[config.mk]
export PLATFORM = sky130hd
export DESIGN_NAME = mem_port_arbiter
export DESIGN_NICKNAME = d
export VERILOG_FILES = /design/src/rtl/mem_port_arbiter.sv
export SDC_FILE = /design/constraint.sdc
export NUM_CORES = 1
export LEC_CHECK = 0
export CORE_MARGIN = 2
export CORE_UTILIZATION = 30
export DETAILED_ROUTE_END_ITERATION = 10
export DONT_BUFFER_PORTS = 1
export RECOVER_POWER = 25
export SLEW_MARGIN = 20
export SYNTH_ARGS = -nofsm -noshare
export SYNTH_HDL_FRONTEND = slang
export SYNTH_SLANG_ARGS = --single-unit
[constraint.sdc]
create_clock -name clock -period 2.5 [get_ports clock]
set_input_delay 0.5 -clock clock [delete_from_list [all_inputs] [get_ports clock]]
set_output_delay 0.5 -clock clock [all_outputs]
set_load 0.02 [all_outputs]
[src/rtl/mem_port_arbiter.sv]
// mem_port_arbiter
//
// Shares the single main-memory port between the instruction cache (read-only)
// and the data cache (read/write). One transaction is in flight at a time.
// Requests are granted combinationally in IDLE, latched, issued to memory, and
// completed with a one-cycle, address-tagged response pulse to the owning cache.
//
// Build option:
//   MEM_ARB_DCACHE_PRIORITY_EN  - when defined, the dcache wins every conflict,
//                                 except that after 8 consecutive conflict wins
//                                 the waiting icache is granted once. When
//                                 undefined, conflicts are resolved round-robin.
//
// Ports:
//   clock, reset                 - clock, asynchronous active-low reset
//   i_req_valid/addr/ready       - icache read request handshake
//   i_resp_valid/addr/data       - icache response pulse
//   d_req_valid/write/addr/data  - dcache request (read or write)
//   d_req_ready                  - dcache request accepted this cycle
//   d_resp_valid/addr/data       - dcache response pulse (data is 0 for writes)
//   resp_err                     - marks the current response as a timeout
//   mem_read/write/address/data_out - memory command, held until mem_ready
//   mem_ready                    - memory accepts the command
//   mem_valid/addr_in/data_in    - tagged read data from memory

module mem_port_arbiter #(
  parameter int unsigned DATA_WIDTH     = 32,
  parameter int unsigned ADDRESS_BITS   = 20,
  parameter int unsigned TIMEOUT_CYCLES = 255
) (
  input  logic                    clock,
  input  logic                    reset,
  // icache
  input  logic                    i_req_valid,
  input  logic [ADDRESS_BITS-1:0] i_req_addr,
  output logic                    i_req_ready,
  output logic                    i_resp_valid,
  output logic [ADDRESS_BITS-1:0] i_resp_addr,
  output logic [DATA_WIDTH-1:0]   i_resp_data,
  // dcache
  input  logic                    d_req_valid,
  input  logic                    d_req_write,
  input  logic [ADDRESS_BITS-1:0] d_req_addr,
  input  logic [DATA_WIDTH-1:0]   d_req_data,
  output logic                    d_req_ready,
  output logic                    d_resp_valid,
  output logic [ADDRESS_BITS-1:0] d_resp_addr,
  output logic [DATA_WIDTH-1:0]   d_resp_data,
  output logic                    resp_err,
  // memory
  output logic                    mem_read,
  output logic                    mem_write,
  output logic [ADDRESS_BITS-1:0] mem_address,
  output logic [DATA_WIDTH-1:0]   mem_data_out,
  input  logic                    mem_ready,
  input  logic                    mem_valid,
  input  logic [ADDRESS_BITS-1:0] mem_addr_in,
  input  logic [DATA_WIDTH-1:0]   mem_data_in
);

  // Last cycle spent in WAIT_RESP before the timeout fires.
  localparam logic [7:0] TimeoutLast = 8'(TIMEOUT_CYCLES - 1);

  typedef enum logic [1:0] {StIdle, StIssue, StWaitResp, StRespond} state_e;

  state_e                  state_q;
  logic                    owner_d_q;  // 1: transaction belongs to the dcache
  logic                    write_q;
  logic [ADDRESS_BITS-1:0] addr_q;
  logic [7:0]              timer_q;

  logic                    grant_i;
  logic                    grant_d;
  logic                    idle;
  logic                    accept;
  logic                    grant_write;
  logic [ADDRESS_BITS-1:0] grant_addr;
  logic                    addr_match;

  logic                    resp_go;
  logic                    resp_err_d;
  logic [DATA_WIDTH-1:0]   resp_data_d;

  // ---------------------------------------------------------------------------
  // Arbitration
  // ---------------------------------------------------------------------------
`ifdef MEM_ARB_DCACHE_PRIORITY_EN
  // Consecutive dcache wins while the icache was also requesting.
  logic [3:0] starve_q;
  logic       icache_due;

  assign icache_due = (starve_q == 4'd8);

  always_comb begin
    grant_i = 1'b0;
    grant_d = 1'b0;
    if (i_req_valid && d_req_valid) begin
      grant_i = icache_due;
      grant_d = ~icache_due;
    end else begin
      grant_i = i_req_valid;
      grant_d = d_req_valid;
    end
  end

  always_ff @(posedge clock or negedge reset) begin
    if (!reset) begin
      starve_q <= 4'd0;
    end else if (accept) begin
      if (grant_d && i_req_valid) begin
        starve_q <= starve_q + 4'd1;
      end else begin
        starve_q <= 4'd0;
      end
    end
  end
`else
  // 1: the dcache is favoured at the next conflict.
  logic prio_d_q;

  always_comb begin
    grant_i = 1'b0;
    grant_d = 1'b0;
    if (i_req_valid && d_req_valid) begin
      grant_i = ~prio_d_q;
      grant_d = prio_d_q;
    end else begin
      grant_i = i_req_valid;
      grant_d = d_req_valid;
    end
  end

  // The requester that just lost (or did not ask) gets priority next time.
  always_ff @(posedge clock or negedge reset) begin
    if (!reset) begin
      prio_d_q <= 1'b0;
    end else if (accept) begin
      prio_d_q <= grant_i;
    end
  end
`endif

  assign idle        = (state_q == StIdle);
  // Gated by reset so every output reads 0 while reset is held.
  assign i_req_ready = reset & idle & grant_i;
  assign d_req_ready = reset & idle & grant_d;
  assign accept      = i_req_ready | d_req_ready;
  // The icache only ever reads, whatever d_req_write says.
  assign grant_write = grant_d & d_req_write;
  assign grant_addr  = grant_d ? d_req_addr : i_req_addr;
  assign addr_match  = mem_valid & (mem_addr_in == addr_q);

  // ---------------------------------------------------------------------------
  // Completion decode: which cycle moves to RESPOND and with what payload
  // ---------------------------------------------------------------------------
  always_comb begin
    resp_go     = 1'b0;
    resp_err_d  = 1'b0;
    resp_data_d = '0;
    case (state_q)
      StIssue: begin
        resp_go = mem_ready & write_q;
      end
      StWaitResp: begin
        if (addr_match) begin
          resp_go     = 1'b1;
          resp_data_d = mem_data_in;
        end else if (timer_q == TimeoutLast) begin
          resp_go    = 1'b1;
          resp_err_d = 1'b1;
        end
      end
      default: ;
    endcase
  end

  // ---------------------------------------------------------------------------
  // Transaction FSM with registered command and response outputs
  // ---------------------------------------------------------------------------
  always_ff @(posedge clock or negedge reset) begin
    if (!reset) begin
      state_q      <= StIdle;
      owner_d_q    <= 1'b0;
      write_q      <= 1'b0;
      addr_q       <= '0;
      timer_q      <= 8'd0;
      mem_read     <= 1'b0;
      mem_write    <= 1'b0;
      mem_address  <= '0;
      mem_data_out <= '0;
      i_resp_valid <= 1'b0;
      i_resp_addr  <= '0;
      i_resp_data  <= '0;
      d_resp_valid <= 1'b0;
      d_resp_addr  <= '0;
      d_resp_data  <= '0;
      resp_err     <= 1'b0;
    end else begin
      // Response outputs are a single-cycle pulse; cleared unless refreshed.
      i_resp_valid <= 1'b0;
      i_resp_addr  <= '0;
      i_resp_data  <= '0;
      d_resp_valid <= 1'b0;
      d_resp_addr  <= '0;
      d_resp_data  <= '0;
      resp_err     <= 1'b0;

      if (resp_go) begin
        resp_err <= resp_err_d;
        if (owner_d_q) begin
          d_resp_valid <= 1'b1;
          d_resp_addr  <= addr_q;
          d_resp_data  <= resp_data_d;
        end else begin
          i_resp_valid <= 1'b1;
          i_resp_addr  <= addr_q;
          i_resp_data  <= resp_data_d;
        end
      end

      unique case (state_q)
        StIdle: begin
          if (accept) begin
            owner_d_q    <= grant_d;
            write_q      <= grant_write;
            addr_q       <= grant_addr;
            mem_read     <= ~grant_write;
            mem_write    <= grant_write;
            mem_address  <= grant_addr;
            mem_data_out <= grant_write ? d_req_data : '0;
            state_q      <= StIssue;
          end
        end
        StIssue: begin
          if (mem_ready) begin
            mem_read     <= 1'b0;
            mem_write    <= 1'b0;
            mem_address  <= '0;
            mem_data_out <= '0;
            timer_q      <= 8'd0;
            state_q      <= write_q ? StRespond : StWaitResp;
          end
        end
        StWaitResp: begin
          timer_q <= timer_q + 8'd1;
          if (resp_go) begin
            state_q <= StRespond;
          end
        end
        StRespond: begin
          state_q <= StIdle;
        end
        default: begin
          state_q <= StIdle;
        end
      endcase
    end
  end

endmodule

# Word level (Yosys, flattened, before mapping)
# Index checks and enable logic that the tools add are counted.
[totals]
memories = 0
word_cells = 85
mem_bits_ro = 0
latch_bits = 0
regBits = 194
ram_bits = 0
[classes]
shifts = 0
order_cmp = 0
n_reduce_logical = 8
n_div = 0
addsub = 1
bitwise = 9
n_mul = 0
n_eq_ne = 8
n_mux = 42
[op_table]
columns = ["op", "count"]
rows = [
  ["32-bit two-way mux", 9],
  ["20-bit two-way mux", 7],
  ["32-bit one-hot mux with 2 select lines", 1],
  ["20-bit one-hot mux with 2 select lines", 1],
  ["20-bit equality test", 1],
  ["8-bit one-hot mux with 2 select lines", 1],
  ["1-bit two-way mux", 15],
  ["8-bit by 1-bit adder with 8-bit output, second input constant", 1],
  ["8-bit equality test, second input constant", 1],
  ["8-bit two-way mux", 1],
  ["2-bit one-hot mux with 4 select lines", 1],
  ["1-bit AND", 6],
  ["2-bit two-way mux", 3],
  ["1-bit one-hot mux with 2 select lines", 3],
  ["3-bit AND reduction", 2],
  ["2-bit equality test, second input constant", 2],
  ["2-bit inequality test, second input constant", 2],
  ["2-bit AND reduction", 2],
  ["2-bit nonzero test", 2],
  ["2-bit by 1-bit equality test with 1-bit output, second input constant", 1],
  ["2-bit zero test", 1],
  ["2-bit by 1-bit inequality test with 1-bit output, second input constant", 1],
  ["1-bit NOT", 2],
  ["1-bit logical AND", 1],
  ["1-bit OR", 1],
]

# Depth between registers and ports, before layout
[depth]
depth_word = 6
depth_mapped = 8
ltp_nobuf = 8

# Worst setup path after synthesis
# OpenSTA, ideal clock, no wires.
[synth_path]
path_kind = "register to register"
startpoint = "register state_q[0]"
endpoint = "register mem_data_out[12]"
path_stages_with_launch = 9
period_less_slack_ps = 2008
t_arrival_ps = 1942
path_slack_ps = 492
path_buffers = 1
cell_sequence = "dfrtp_1 > inv_1 > ha_1 > nand2_1 > nor2_1 > nand2_1 > nor2_1 > clkbuf_1 > a22o_1"
[synth_between]
elab_chain_len = 6
elab_cells_between_ends = 11
[synth_lines]
columns = ["element", "line", "source"]
rows = [
  ["from (decl)", "66", "state_e state_q;"],
  ["from (signal assigned)", "182", "state_q <= StIdle;"],
  ["from (signal assigned)", "231", "state_q <= StIssue;"],
  ["from (signal assigned)", "241", "state_q <= write_q ? StRespond : StWaitResp;"],
  ["2-bit zero test", "143", "assign idle = (state_q == StIdle);"],
  ["1-bit AND (2 in series)", "146", "assign d_req_ready = reset & idle & grant_d;"],
  ["via d_req_ready", "45", "output logic d_req_ready,"],
  ["1-bit OR", "147", "assign accept = i_req_ready | d_req_ready;"],
  ["2-bit by 1-bit inequality test with 1-bit output (no source line)", "-", ""],
  ["3-bit AND reduction (no source line)", "-", ""],
  ["to (signal assigned)", "230", "mem_data_out <= grant_write ? d_req_data : '0;"],
  ["to (decl)", "54", "output logic [DATA_WIDTH-1:0] mem_data_out,"],
]
# The timed path passes the listed nets, and every way through them passes these cells.
# A chain may end at the register's enable or synchronous reset.

# Final worst setup path
[layout_path]
startpoint = "register state_q[0]"
endpoint = "output i_req_ready"
[layout_between]
elab_chain_len = 3
[layout_lines]
columns = ["element", "line", "source"]
rows = [
  ["2-bit zero test", "143", ""],
  ["1-bit AND (2 in series)", "145", "assign i_req_ready = reset & idle & grant_i;"],
  ["to (decl)", "36", "output logic i_req_ready,"],
]
# No other way between the ends.

==> impl_results.md <==
- Place WS: roughly 0.10 ns
- Syn Inst Count: 600
- PortBufs: 0
- Area of the core: around 0.024 sq mm
- Critical Path AT: around 1.9 ns
- # rows: 57
- Die Ht: 161 microns
- Asr flop ratio synth: between 90% and 100%
- R2R Path Start: addr_q[17]$_DFFE_PN0P_
- Number of diodes: 0
- Clock slew at reported path FFs: ~0.07 ns
- Post-route setup TNS: 0 ns
- Fill count: ~2,400
- Hold slack: -0.233 ns
- Die ar.: 0.0260 sq mm
- DR DRC count: 0
- Share of cells above drive strength 1: 8.81%
- Clk sink count: around 190
- Final GP Congestion: between 0.7 and 0.8
- Area Growth Syn to Fin: 13.2%
- Final #Nets: approximately 740
- Grt total ovfl: 0
- Synth top cells by count: dfrtp_1, and2_1, nand2_1
- Final setup violation count: 0
- Routed len/inst: between 15 and 20 microns
- Failing checks: negative hold slack
- R2R Setup Slk: between 0.3 and 0.4 ns
- Period utilisation layout: 94.1%
- Yosys top cell by area: dfrtp_1
- Status: finished with violations
- Clock Tree Root: clkbuf_16
- Num CTS Buffers: 17
- Headroom to the max-slew limit: a little over two thirds
- Dominant cells by area after synthesis: dfrtp_1, and2_1, a22o_1
- Crit-path max FO: 5
- Wirelength, routed: 17.6 mm
- Max-Cap Viols: 0
- Post-route ant nets: 0
- Worst-Skew Late Latency: ~0.42 ns
- Worst-margin pin slew: approximately 0.45 ns
- Yosys warns: 0
- PD cells: ~1000 mW/mm^2
- DR top layer: met4
- Design area: 0.00840 sq mm
- Total GRT Usage: 13.5%
- Crit path buf inv count: 2
- CP Capture Type: output port
- Initial drt markers: between 200 and 300
- Drt pass-1 iters: 4
- Post-synthesis cell type count: 36
- Proportion of synthesized chip area in sequential cells: 65.4%
- CP Class: reg2out
- Pwr Total: 8820 uW
- Endpoints failing hold: around 190
- Syn avg cell area: around 12 sq um
- Number of synthesized register bits: a little under 200
- Min Clock Period, post-route: 2.35 ns
- H-tree Lvls: 4
- Largest net degree at the start of global routing: approximately 200
- Crit path cell chain: inv_1, ha_1, nand2_1, a211oi_2, buf_4
- Clock buffer depth: 2
- EDFF count, synth: 0
- DR vias/cell: about 4.6
- HPWL Detailed: ~12 mm
- Fmax: about 420 MHz
- CP max-delay cell: dfrtp_1
- Maximum VDD drop: about 0.39 mV
- Vias in the first global route: 4,407
- Ys flop type: dfrtp_1
- Worst Path Required: about 2 ns
- Die Wd: around 160 microns
- Top-count cell post-synth: dfrtp_1
- Leak: just under 0.004 uW
- Placed Area: 0.00784 sq mm
- Initial antenna violation count: 0
- Initial core utilization: a little under a third
- Final WS setup: about 0.15 ns
- Hold/Removal Path Class: in2async
- RSZ-0062 raised after global routing: false
- Max-slew violation count: 0
- Synth Cell Area: 0.00742 sq mm
- Cell family with most CP delay: flip-flops
- Startpoint Class: flip-flop
- Synth Net Count: 736
- Synth top area share: 65.4%
- Beginning of the critical path: state_q[0]$_DFFE_PN0P_
- First-pass GRT wire length: between 20 and 30 mm
- Ports: between 200 and 300
- Max incr delay on CP: just over 0.4 ns
- Layout Skew: a little under 0.01 ns
- Vias: around 4,300
- CTS tree: yes
- WL met2: 8.58 mm
- Metal-1 WL: 7.07 mm
- Met3 wire length: 1.64 mm
## worst reg2reg max path, cell delays in order (launching register included)
cell and delay [ns]:
dfrtp_1 0.41, xnor2_1 0.31, nand4_1 0.20, nor4_4 0.36
nand4_4 0.23, a21oi_2 0.19, buf_4 0.25, and2_1 0.17
## registers in the layout (all words and copies together), names as in the netlist, 2 cells and up
register and cells:
addr_q 20, d_resp_addr 20, d_resp_data 32, i_resp_addr 20, i_resp_data 32, mem_address 20
mem_data_out 32, state_q 2, timer_q 8
## logic make-up (layout without fill, tap and decap cells)
group                    count (synthesis)  count (layout)  synth area share [%]
buffers and inverters                   38              51                  2.36
multiplexers                            20              20                  2.70
adder cells (fa/ha/maj)                  5               5                 0.843
AND/OR/NAND/NOR                        194             194                  14.7
flip-flops                             194             194                  65.4
XOR/XNOR                                23              23                  2.71
AO/OA/AOI/OAI                          126             126                  11.3
## where the power goes
group	internal, uW	switching, uW
clock network	1400	1250
logic	701	956
registers	3640	875
total	5740	3080
## layer usage
metal / GRT usage, % / vias up
met5: 0 / -
met4: 4.06 / 0
met3: 5.93 / 15
met2: 21.8 / 182
met1: 16.3 / 2129
li1: - / 2020
## cell type report
class	instances	area, sq um	share of cell area [%]
Clock inverter	12	128	1.52
Multi-Input combinational cell	368	2420	28.9
Inverter	8	30.0	0.357
Tap cell	324	405	4.82
Sequential cell	194	4850	57.8
Timing Repair Buffer	12	128	1.52
Clock buffer	19	433	5.15
## placed cells by master (no fill, tap or decap), types with 9 or more instances in the layout
| cell type | instances |
|---|---|
| buf_4 | 9 |
| xor2_1 | 10 |
| a22o_1 | 33 |
| xnor2_1 | 13 |
| and2_1 | 105 |
| nor2_1 | 9 |
| mux2i_1 | 20 |
| o21ai_0 | 50 |
| o21a_1 | 23 |
| nand2_1 | 54 |
| clkbuf_16 | 17 |
| dfrtp_1 | 194 |
## timing repair
action                                 4_1_cts  5_1_grt
endpoints found under the hold margin      194      194
buffers inserted                             0        0
resized for setup                            0        1
setup endpoints to repair                    0        1
## path summary, 6_finish.rpt
kind,endpoint,cells after the start
worst max-delay path,i_req_ready,5
worst min-delay path,i_resp_data[19]$_DFF_PN0_,0
worst max register to register,d_resp_addr[5]$_DFF_PN0_,7
worst min register to register,addr_q[16]$_DFFE_PN0P_,1
max in group asynchronous,i_resp_addr[18]$_DFF_PN0_,0
min in group clock,d_resp_data[12]$_DFF_PN0_,1
## through the flow
| stage | util (%) | cells | hold WS, ns |
|---|---|---|---|
| finish | 34.6 | 937 | -0.233 |
| global route | 34.6 | 937 | -0.264 |
| CTS | 34.5 | 937 | -0.255 |
| detailed placement | 32.2 | 906 | 0.208 |
| global placement | 32.2 | 906 | 0.208 |
| floorplan | - | 600 | 0.204 |
Note: power is estimated with default switching activity, not from simulation.
